<file path="src/rtl/hyperbus_phy_fsm.sv">
// HyperBus PHY transfer sequencer.
// Takes one linear-burst request at a time, builds the 48-bit command/address,
// and sequences chip select, the transmit clock, data/RWDS output enables and
// the receive clock gate. Write data streams from wr_*. Read data from the
// transceiver passes straight through to rd_*. The number of read words that
// have been clocked but not yet returned is limited to MaxInflight.
// Ports:
//   clk_i, rst_ni              clock, asynchronous active-low reset
//   tf_*                       transfer request (write flag, word address, length, one-hot CS)
//   cfg_latency_i, cfg_t_rwr_i initial latency and CS-high recovery, in clk cycles
//   wr_*                       write data stream (data, byte strobes, valid/ready)
//   rd_*                       read data stream (data, last, valid/ready)
//   cs_o, cs_ena_o             chip select vector and chip select enable
//   tx_*                       transmit clock enable, data and RWDS with output enables
//   rwds_sample_ena_o, rwds_sample_i  RWDS latency sampling during the command phase
//   rx_clk_set_o, rx_clk_reset_o, rx_*  receive clock gate and receive data stream
//   busy_o                     high whenever a transfer is in progress
module hyperbus_phy_fsm #(
  parameter int unsigned NumChips    = 2,
  parameter int unsigned MaxInflight = 6,
  parameter int unsigned LatCntWidth = 5
) (
  input  logic                   clk_i,
  input  logic                   rst_ni,
  input  logic                   tf_valid_i,
  output logic                   tf_ready_o,
  input  logic                   tf_write_i,
  input  logic [31:0]            tf_addr_i,
  input  logic [15:0]            tf_len_i,
  input  logic [NumChips-1:0]    tf_cs_i,
  input  logic [LatCntWidth-1:0] cfg_latency_i,
  input  logic [LatCntWidth-1:0] cfg_t_rwr_i,
  input  logic [15:0]            wr_data_i,
  input  logic [1:0]             wr_strb_i,
  input  logic                   wr_valid_i,
  output logic                   wr_ready_o,
  output logic [15:0]            rd_data_o,
  output logic                   rd_last_o,
  output logic                   rd_valid_o,
  input  logic                   rd_ready_i,
  output logic [NumChips-1:0]    cs_o,
  output logic                   cs_ena_o,
  output logic                   tx_clk_ena_o,
  output logic [15:0]            tx_data_o,
  output logic                   tx_data_oe_o,
  output logic [1:0]             tx_rwds_o,
  output logic                   tx_rwds_oe_o,
  output logic                   rwds_sample_ena_o,
  input  logic                   rwds_sample_i,
  output logic                   rx_clk_set_o,
  output logic                   rx_clk_reset_o,
  input  logic [15:0]            rx_data_i,
  input  logic                   rx_valid_i,
  output logic                   rx_ready_o,
  output logic                   busy_o
);

  localparam int unsigned CntW = 16;
  localparam int unsigned LatW = LatCntWidth + 1;

  typedef enum logic [2:0] {
    ST_IDLE,
    ST_CS_SETUP,
    ST_CMD,
    ST_LATENCY,
    ST_WRITE,
    ST_READ,
    ST_CS_HOLD,
    ST_RECOVERY
  } state_e;

  state_e                 state_q, state_d;
  logic                   write_q, write_d;
  logic [31:0]            addr_q, addr_d;
  logic [CntW-1:0]        len_q, len_d;
  logic [NumChips-1:0]    cs_q, cs_d;
  logic [1:0]             cmd_cnt_q, cmd_cnt_d;
  logic [LatW-1:0]        lat_cnt_q, lat_cnt_d;
  logic                   lat_first_q, lat_first_d;
  logic [CntW-1:0]        word_cnt_q, word_cnt_d;
  logic [CntW-1:0]        iss_cnt_q, iss_cnt_d;
  logic [LatCntWidth-1:0] rec_cnt_q, rec_cnt_d;
  logic [15:0]            wdata_q, wdata_d;
  logic [1:0]             wrwds_q, wrwds_d;

  logic [47:0]            ca_c;
  logic [LatW-1:0]        lat_rem_c;
  logic                   lat_last_c;
  logic [CntW-1:0]        inflight_c;
  logic                   rd_clk_c;
  logic                   last_word_c;

  // Command/address: read flag, linear burst, upper/lower word address split.
  assign ca_c = {~write_q, 1'b0, 1'b1, addr_q[31:3], 13'd0, addr_q[2:0]};

  // RWDS sampled high during the last command cycle doubles the latency; the
  // doubling is folded in on the first latency cycle.
  assign lat_rem_c  = (lat_first_q && rwds_sample_i) ? (lat_cnt_q << 1) : lat_cnt_q;
  assign lat_last_c = (lat_rem_c <= LatW'(1));

  // Read clock runs only while the in-flight window and burst length allow.
  assign inflight_c  = iss_cnt_q - word_cnt_q;
  assign rd_clk_c    = (inflight_c < CntW'(MaxInflight)) && (iss_cnt_q < len_q);
  assign last_word_c = (word_cnt_q == (len_q - CntW'(1)));

  // State and request registers.
  always_ff @(posedge clk_i or negedge rst_ni) begin
    if (!rst_ni) begin
      state_q     <= ST_IDLE;
      write_q     <= 1'b0;
      addr_q      <= '0;
      len_q       <= '0;
      cs_q        <= '0;
      cmd_cnt_q   <= '0;
      lat_cnt_q   <= '0;
      lat_first_q <= 1'b0;
      word_cnt_q  <= '0;
      iss_cnt_q   <= '0;
      rec_cnt_q   <= '0;
      wdata_q     <= '0;
      wrwds_q     <= '0;
    end else begin
      state_q     <= state_d;
      write_q     <= write_d;
      addr_q      <= addr_d;
      len_q       <= len_d;
      cs_q        <= cs_d;
      cmd_cnt_q   <= cmd_cnt_d;
      lat_cnt_q   <= lat_cnt_d;
      lat_first_q <= lat_first_d;
      word_cnt_q  <= word_cnt_d;
      iss_cnt_q   <= iss_cnt_d;
      rec_cnt_q   <= rec_cnt_d;
      wdata_q     <= wdata_d;
      wrwds_q     <= wrwds_d;
    end
  end

  // Next-state and output decode.
  always_comb begin
    state_d     = state_q;
    write_d     = write_q;
    addr_d      = addr_q;
    len_d       = len_q;
    cs_d        = cs_q;
    cmd_cnt_d   = cmd_cnt_q;
    lat_cnt_d   = lat_cnt_q;
    lat_first_d = lat_first_q;
    word_cnt_d  = word_cnt_q;
    iss_cnt_d   = iss_cnt_q;
    rec_cnt_d   = rec_cnt_q;
    wdata_d     = wdata_q;
    wrwds_d     = wrwds_q;

    tf_ready_o        = 1'b0;
    busy_o            = 1'b1;
    wr_ready_o        = 1'b0;
    rd_data_o         = '0;
    rd_last_o         = 1'b0;
    rd_valid_o        = 1'b0;
    rx_ready_o        = 1'b1;
    cs_o              = '0;
    cs_ena_o          = 1'b0;
    tx_clk_ena_o      = 1'b0;
    tx_data_o         = '0;
    tx_data_oe_o      = 1'b0;
    tx_rwds_o         = '0;
    tx_rwds_oe_o      = 1'b0;
    rwds_sample_ena_o = 1'b0;
    rx_clk_set_o      = 1'b0;
    rx_clk_reset_o    = 1'b0;

    unique case (state_q)
      ST_IDLE: begin
        tf_ready_o = 1'b1;
        busy_o     = 1'b0;
        if (tf_valid_i) begin
          write_d = tf_write_i;
          addr_d  = tf_addr_i;
          len_d   = (tf_len_i == '0) ? CntW'(1) : tf_len_i;
          cs_d    = tf_cs_i;
          state_d = ST_CS_SETUP;
        end
      end

      ST_CS_SETUP: begin
        cs_o      = cs_q;
        cs_ena_o  = 1'b1;
        cmd_cnt_d = '0;
        state_d   = ST_CMD;
      end

      ST_CMD: begin
        cs_o         = cs_q;
        cs_ena_o     = 1'b1;
        tx_clk_ena_o = 1'b1;
        tx_data_oe_o = 1'b1;
        case (cmd_cnt_q)
          2'd0:    tx_data_o = ca_c[47:32];
          2'd1:    tx_data_o = ca_c[31:16];
          default: tx_data_o = ca_c[15:0];
        endcase
        if (cmd_cnt_q == 2'd2) begin
          rwds_sample_ena_o = 1'b1;
          lat_cnt_d         = LatW'(cfg_latency_i);
          lat_first_d       = 1'b1;
          state_d           = ST_LATENCY;
        end else begin
          cmd_cnt_d = cmd_cnt_q + 2'd1;
        end
      end

      ST_LATENCY: begin
        cs_o         = cs_q;
        cs_ena_o     = 1'b1;
        tx_clk_ena_o = 1'b1;
        lat_first_d  = 1'b0;
        if (write_q) begin
          tx_data_oe_o = 1'b1;
          tx_rwds_oe_o = 1'b1;
        end
        if (lat_last_c) begin
          word_cnt_d = '0;
          iss_cnt_d  = '0;
          if (write_q) begin
            wdata_d = '0;
            wrwds_d = '0;
            state_d = ST_WRITE;
          end else begin
            rx_clk_set_o = 1'b1;
            state_d      = ST_READ;
          end
        end else begin
          lat_cnt_d = lat_rem_c - LatW'(1);
        end
      end

      ST_WRITE: begin
        cs_o         = cs_q;
        cs_ena_o     = 1'b1;
        wr_ready_o   = 1'b1;
        tx_data_oe_o = 1'b1;
        tx_rwds_oe_o = 1'b1;
        // A missing beat stops the clock and holds the last driven values.
        tx_data_o    = wdata_q;
        tx_rwds_o    = wrwds_q;
        if (wr_valid_i) begin
          tx_clk_ena_o = 1'b1;
          tx_data_o    = wr_data_i;
          tx_rwds_o    = ~wr_strb_i;
          wdata_d      = wr_data_i;
          wrwds_d      = ~wr_strb_i;
          if (last_word_c) begin
            state_d = ST_CS_HOLD;
          end else begin
            word_cnt_d = word_cnt_q + CntW'(1);
          end
        end
      end

      ST_READ: begin
        cs_o         = cs_q;
        cs_ena_o     = 1'b1;
        tx_clk_ena_o = rd_clk_c;
        rd_data_o    = rx_data_i;
        rd_valid_o   = rx_valid_i;
        rx_ready_o   = rd_ready_i;
        rd_last_o    = rx_valid_i && last_word_c;
        if (rd_clk_c) begin
          iss_cnt_d = iss_cnt_q + CntW'(1);
        end
        if (rx_valid_i && rd_ready_i) begin
          if (last_word_c) begin
            state_d = ST_CS_HOLD;
          end else begin
            word_cnt_d = word_cnt_q + CntW'(1);
          end
        end
      end

      ST_CS_HOLD: begin
        cs_o           = cs_q;
        cs_ena_o       = 1'b1;
        rx_clk_reset_o = ~write_q;
        rec_cnt_d      = (cfg_t_rwr_i == '0) ? '0 : (cfg_t_rwr_i - LatCntWidth'(1));
        state_d        = ST_RECOVERY;
      end

      ST_RECOVERY: begin
        if (rec_cnt_q == '0) begin
          state_d = ST_IDLE;
        end else begin
          rec_cnt_d = rec_cnt_q - LatCntWidth'(1);
        end
      end

      default: state_d = ST_IDLE;
    endcase
  end

endmodule

</file>
<file path="config.mk">
export PLATFORM = sky130hd
export DESIGN_NAME = hyperbus_phy_fsm
export DESIGN_NICKNAME = d
export VERILOG_FILES = /design/src/rtl/hyperbus_phy_fsm.sv
export SDC_FILE = /design/constraint.sdc
export NUM_CORES = 1
export LEC_CHECK = 0
export CAP_MARGIN = 5
export CORE_ASPECT_RATIO = 1.1
export CORE_MARGIN = 2
export CORE_UTILIZATION = 48
export DETAILED_ROUTE_END_ITERATION = 8
export MAX_ROUTING_LAYER = met4
export PLACE_DENSITY = 0.78
export SYNTH_ARGS = -nofsm -noshare
export SYNTH_HDL_FRONTEND = slang
export SYNTH_SLANG_ARGS = --single-unit
export TNS_END_PERCENT = 5
</file>
<file path="constraint.sdc">
create_clock -name clk_i -period 3.48 [get_ports clk_i]
set_clock_uncertainty 0.1 [all_clocks]
set_input_delay 0.696 -clock clk_i [delete_from_list [all_inputs] [get_ports clk_i]]
set_output_delay 0.696 -clock clk_i [all_outputs]
set_load 0.02 [all_outputs]
</file>
==> impl_metrics.json, run 1 <==
{
  "status": "finished with violations",
  "failed_checks": "setup timing",
  "p_seq_frac": 0.239,
  "crit_chain": "and2b_1, fa_2, and2b_2, o21bai_4, a211oi_4, buf_4, o22ai_2, mux2_4, nor4_4, nand4_2, nand2_2, buf_6",
  "synth_edf_count": 0,
  "die_x_microns": 126,
  "synthArstFlopShare": 1.00,
  "setup_viol": 6,
  "route.detailed.wl_per_inst_microns": 18.2,
  "hpwl_microns": 17900,
  "antenna_found_initial": 0,
  "layout_commonest_cell": "buf_4",
  "cts.sinks": 118,
  "vias": 7912,
  "grt_pass1_vias": 8140,
  "critPathRequiredTime_ns": 2.68,
  "layout.cells.non_filler": 1366,
  "synthFlopType": "dfrtp_1",
  "slew_headroom": 0.518,
  "ys_seq_area_frac": 0.376,
  "num_io_pins": 151,
  "syn_area_sq_um": 7850,
  "r2r-start": "word_cnt_q[0]",
  "via_per_inst": 5.79,
  "cts_tree": "yes",
  "path_max_fanout": 4,
  "htree_levels": 4,
  "fin_setup_tns_ns": -0.737,
  "reg2reg_slack_ns": -0.03,
  "min_path_type": "input port to async pin",
  "overflow": 0,
  "r2r_cells": 14,
  "die-area_sq_um": 17400,
  "maxCapViolCount": 0,
  "portBuffers": 150,
  "post-route-period-util": 1.12,
  "pwr_density_cell_nw_per_um2": 830,
  "critical_path.top_delay_family": "simple AND/OR/NAND/NOR gates",
  "arrival_ns": 3.08,
  "synth_area_per_cell_sq_um": 9.06,
  "fin_crit_ns": 3.88,
  "first_pass_iters": 5,
  "post-route-drc-count": 0,
  "place_inst": 1333,
  "first_iter_violations": 594,
  "syn_to_final_growth_pct": 44.9,
  "grt_start_max_net_pins": 67,
  "clockBufferDepth": 2,
  "rows": 49,
  "cp-end-kind": "primary output",
  "grt.total_usage": 0.297,
  "final_cell_mix": "buf_4 (146), clkdlybuf4s50_1 (144), dfrtp_1 (118), nand2_1 (82), nor2_1 (65)",
  "ir_drop_mv": 0.565,
  "n_antenna_cell": 0,
  "hold_viol_final": 0,
  "fin_hold_ws_ns": 0.211,
  "place.gp.congestion": 0.900,
  "dp_slack_ns": -0.489,
  "fin_ws_ns": -0.400,
  "cts_buffers": 17,
  "netlist_instances": 866,
  "critical_path_class": "flip-flop to primary output",
  "ant_nets": 0,
  "pwr-share-clk": 0.203,
  "cp_slowest_cell": "dfrtp_1",
  "clk_transition_reported_paths_ns": 0.06,
  "cp-start-kind": "flip-flop",
  "syn-num-nets": 1009,
  "critPathMaxStageDelay_ns": 0.37,
  "root_buffer": "clkbuf_16",
  "die_h_microns": 138,
  "synth_seq_cells": 118,
  "fillers": 1168,
  "drv_slew": 0,
  "combPwrFrac": 0.558,
  "power.internal_mw": 5.66,
  "r2r_end": "iss_cnt_q[13]",
  "yosys_warnings": 0,
  "holdBufCountCts": 0,
  "crit_buf_inv": 2,
  "crit_path_end": "tx_clk_ena_o",
  "coreArea_sq_um": 16200,
  "fmax_mhz": 258,
  "wl_microns": 24800,
  "p_sw_mw": 3.78,
  "post-route-util": 0.703,
  "p_leak_nw": 5.29,
  "synth_cell_type_count": 71,
  "rsz0062_at_grt": "true",
  "cp-startpoint": "word_cnt_q[0]",
  "worst_pin_slew_ns": 0.723,
  "cp_num_cells": 12,
  "grt_first_pass_wirelength_microns": 40100,
  "start_util": 0.485,
  "clk_latency_ns": 0.43,
  "nets": 1292,
  "swShare": 0.401,
  "drive_gt1_frac": 0.226
}
routing by layer:
metal | global-route usage | vias up | wire (microns)
met5 | - | - | 0
met1 | 0.354 | 3812 | 10100
li1 | - | 3718 | -
met2 | 0.477 | 301 | 12300
met3 | 0.0712 | 81 | 1390
met4 | 0.133 | 0 | 1020
state kept, by name (all words and copies together) (netlist names):
register     cells
addr_q          32
iss_cnt_q       16
len_q           16
wdata_q         16
word_cnt_q      16
lat_cnt_q        6
rec_cnt_q        5
state_q          3
cmd_cnt_q        2
cs_q             2
wrwds_q          2
lat_first_q      1
write_q          1
cells by family after synthesis:
kind of cell | Yosys count | synth area share
and+or+nand+nor | 299 | 0.193
AOI/OAI and AO/OA | 214 | 0.182
DFF | 118 | 0.376
buffers and inverters | 83 | 0.0422
muxes | 64 | 0.0875
xor gates and xnor gates | 47 | 0.0524
adders and majority gates | 41 | 0.0663
worst register-to-register path, cell delays in order, from the launching register on:
cell	delay, ns
dfrtp_1	0.37
and2b_1	0.18
fa_2	0.34
and2b_2	0.25
o21bai_4	0.10
a211oi_4	0.24
buf_4	0.16
o22ai_2	0.06
mux2_4	0.32
nor4_4	0.28
nand4_2	0.15
buf_4	0.21
and2_4	0.19
or3_1	0.35
a21oi_1	0.14
power groups by stage:
stage / registers, mW / clock network (mW) / logic (mW)
4_1_cts: 2.25 / 1.93 / 5.17
2_1_floorplan: 2.21 / 0 / 3.04
5_1_grt: 2.32 / 1.99 / 5.74
3_3_place_gp: 2.23 / 0 / 4.90
6_report: 2.26 / 1.92 / 5.27
3_5_place_dp: 2.25 / 0 / 5.02
repair_timing:
item                                    4_1_cts  5_1_grt
cloned                                        0        0
setup buffers                                 1        0
pin swaps                                     8        1
endpoints found under the setup margin        8       24
gates resized for setup                      29       18
layout make-up:
class	instances	area [sq um]	share of cell area
clock buffer	19	443	0.0389
sequential	118	2950	0.260
tap	204	255	0.0224
clock inverter	13	196	0.0173
inverter	49	184	0.0162
multi-input combinational	665	4700	0.413
timing repair buffer	298	2650	0.233
Yosys cell counts, types with 9 or more instances:
cell type	n	area share
nand2b_1	11	0.0088
ha_1	40	0.064
nand3_1	26	0.017
nor2_1	65	0.031
a21oi_1	44	0.028
and2_1	9	0.0072
xnor2_1	34	0.038
nand2_1	84	0.040
inv_1	49	0.023
o21ai_0	56	0.036
xor2_1	13	0.015
nor3_1	14	0.0089
a221o_1	10	0.013
clkbuf_1	25	0.012
a21o_1	19	0.018
and3_1	24	0.019
nand4_1	13	0.010
o22ai_1	12	0.0096
dfrtp_1	118	0.38
mux2_2	37	0.053
mux2i_1	27	0.034
through the flow:
stage               cell area [sq um]  power, mW
finish                          11400       9.45
global route                    11400       10.1
CTS                             11300       9.35
detailed placement              10600       7.27
global placement                10600       7.13
floorplan                        7870       5.25
worst min-delay path by stage:
stage	to	depth (start not counted)
2_1_floorplan	addr_q[0]	0
3_3_place_gp	wdata_q[13]	1
3_5_place_dp	wdata_q[9]	1
4_1_cts	addr_q[13]	1
5_1_grt	addr_q[13]	1
6_report	addr_q[13]	1
No activity file was read; power rests on OpenSTA's default activity.
==> run 2, diff against run 1 <==
--- a/config.mk
+++ b/config.mk
@@ -5,7 +5,7 @@
 export SDC_FILE = /design/constraint.sdc
 export NUM_CORES = 1
 export LEC_CHECK = 0
-export CAP_MARGIN = 5
+export CAP_MARGIN = 10
 export CORE_ASPECT_RATIO = 1.1
 export CORE_MARGIN = 2
 export CORE_UTILIZATION = 48
==> results of run 2 <==
Final layout, timing and power as in run 1 (identical DEF).
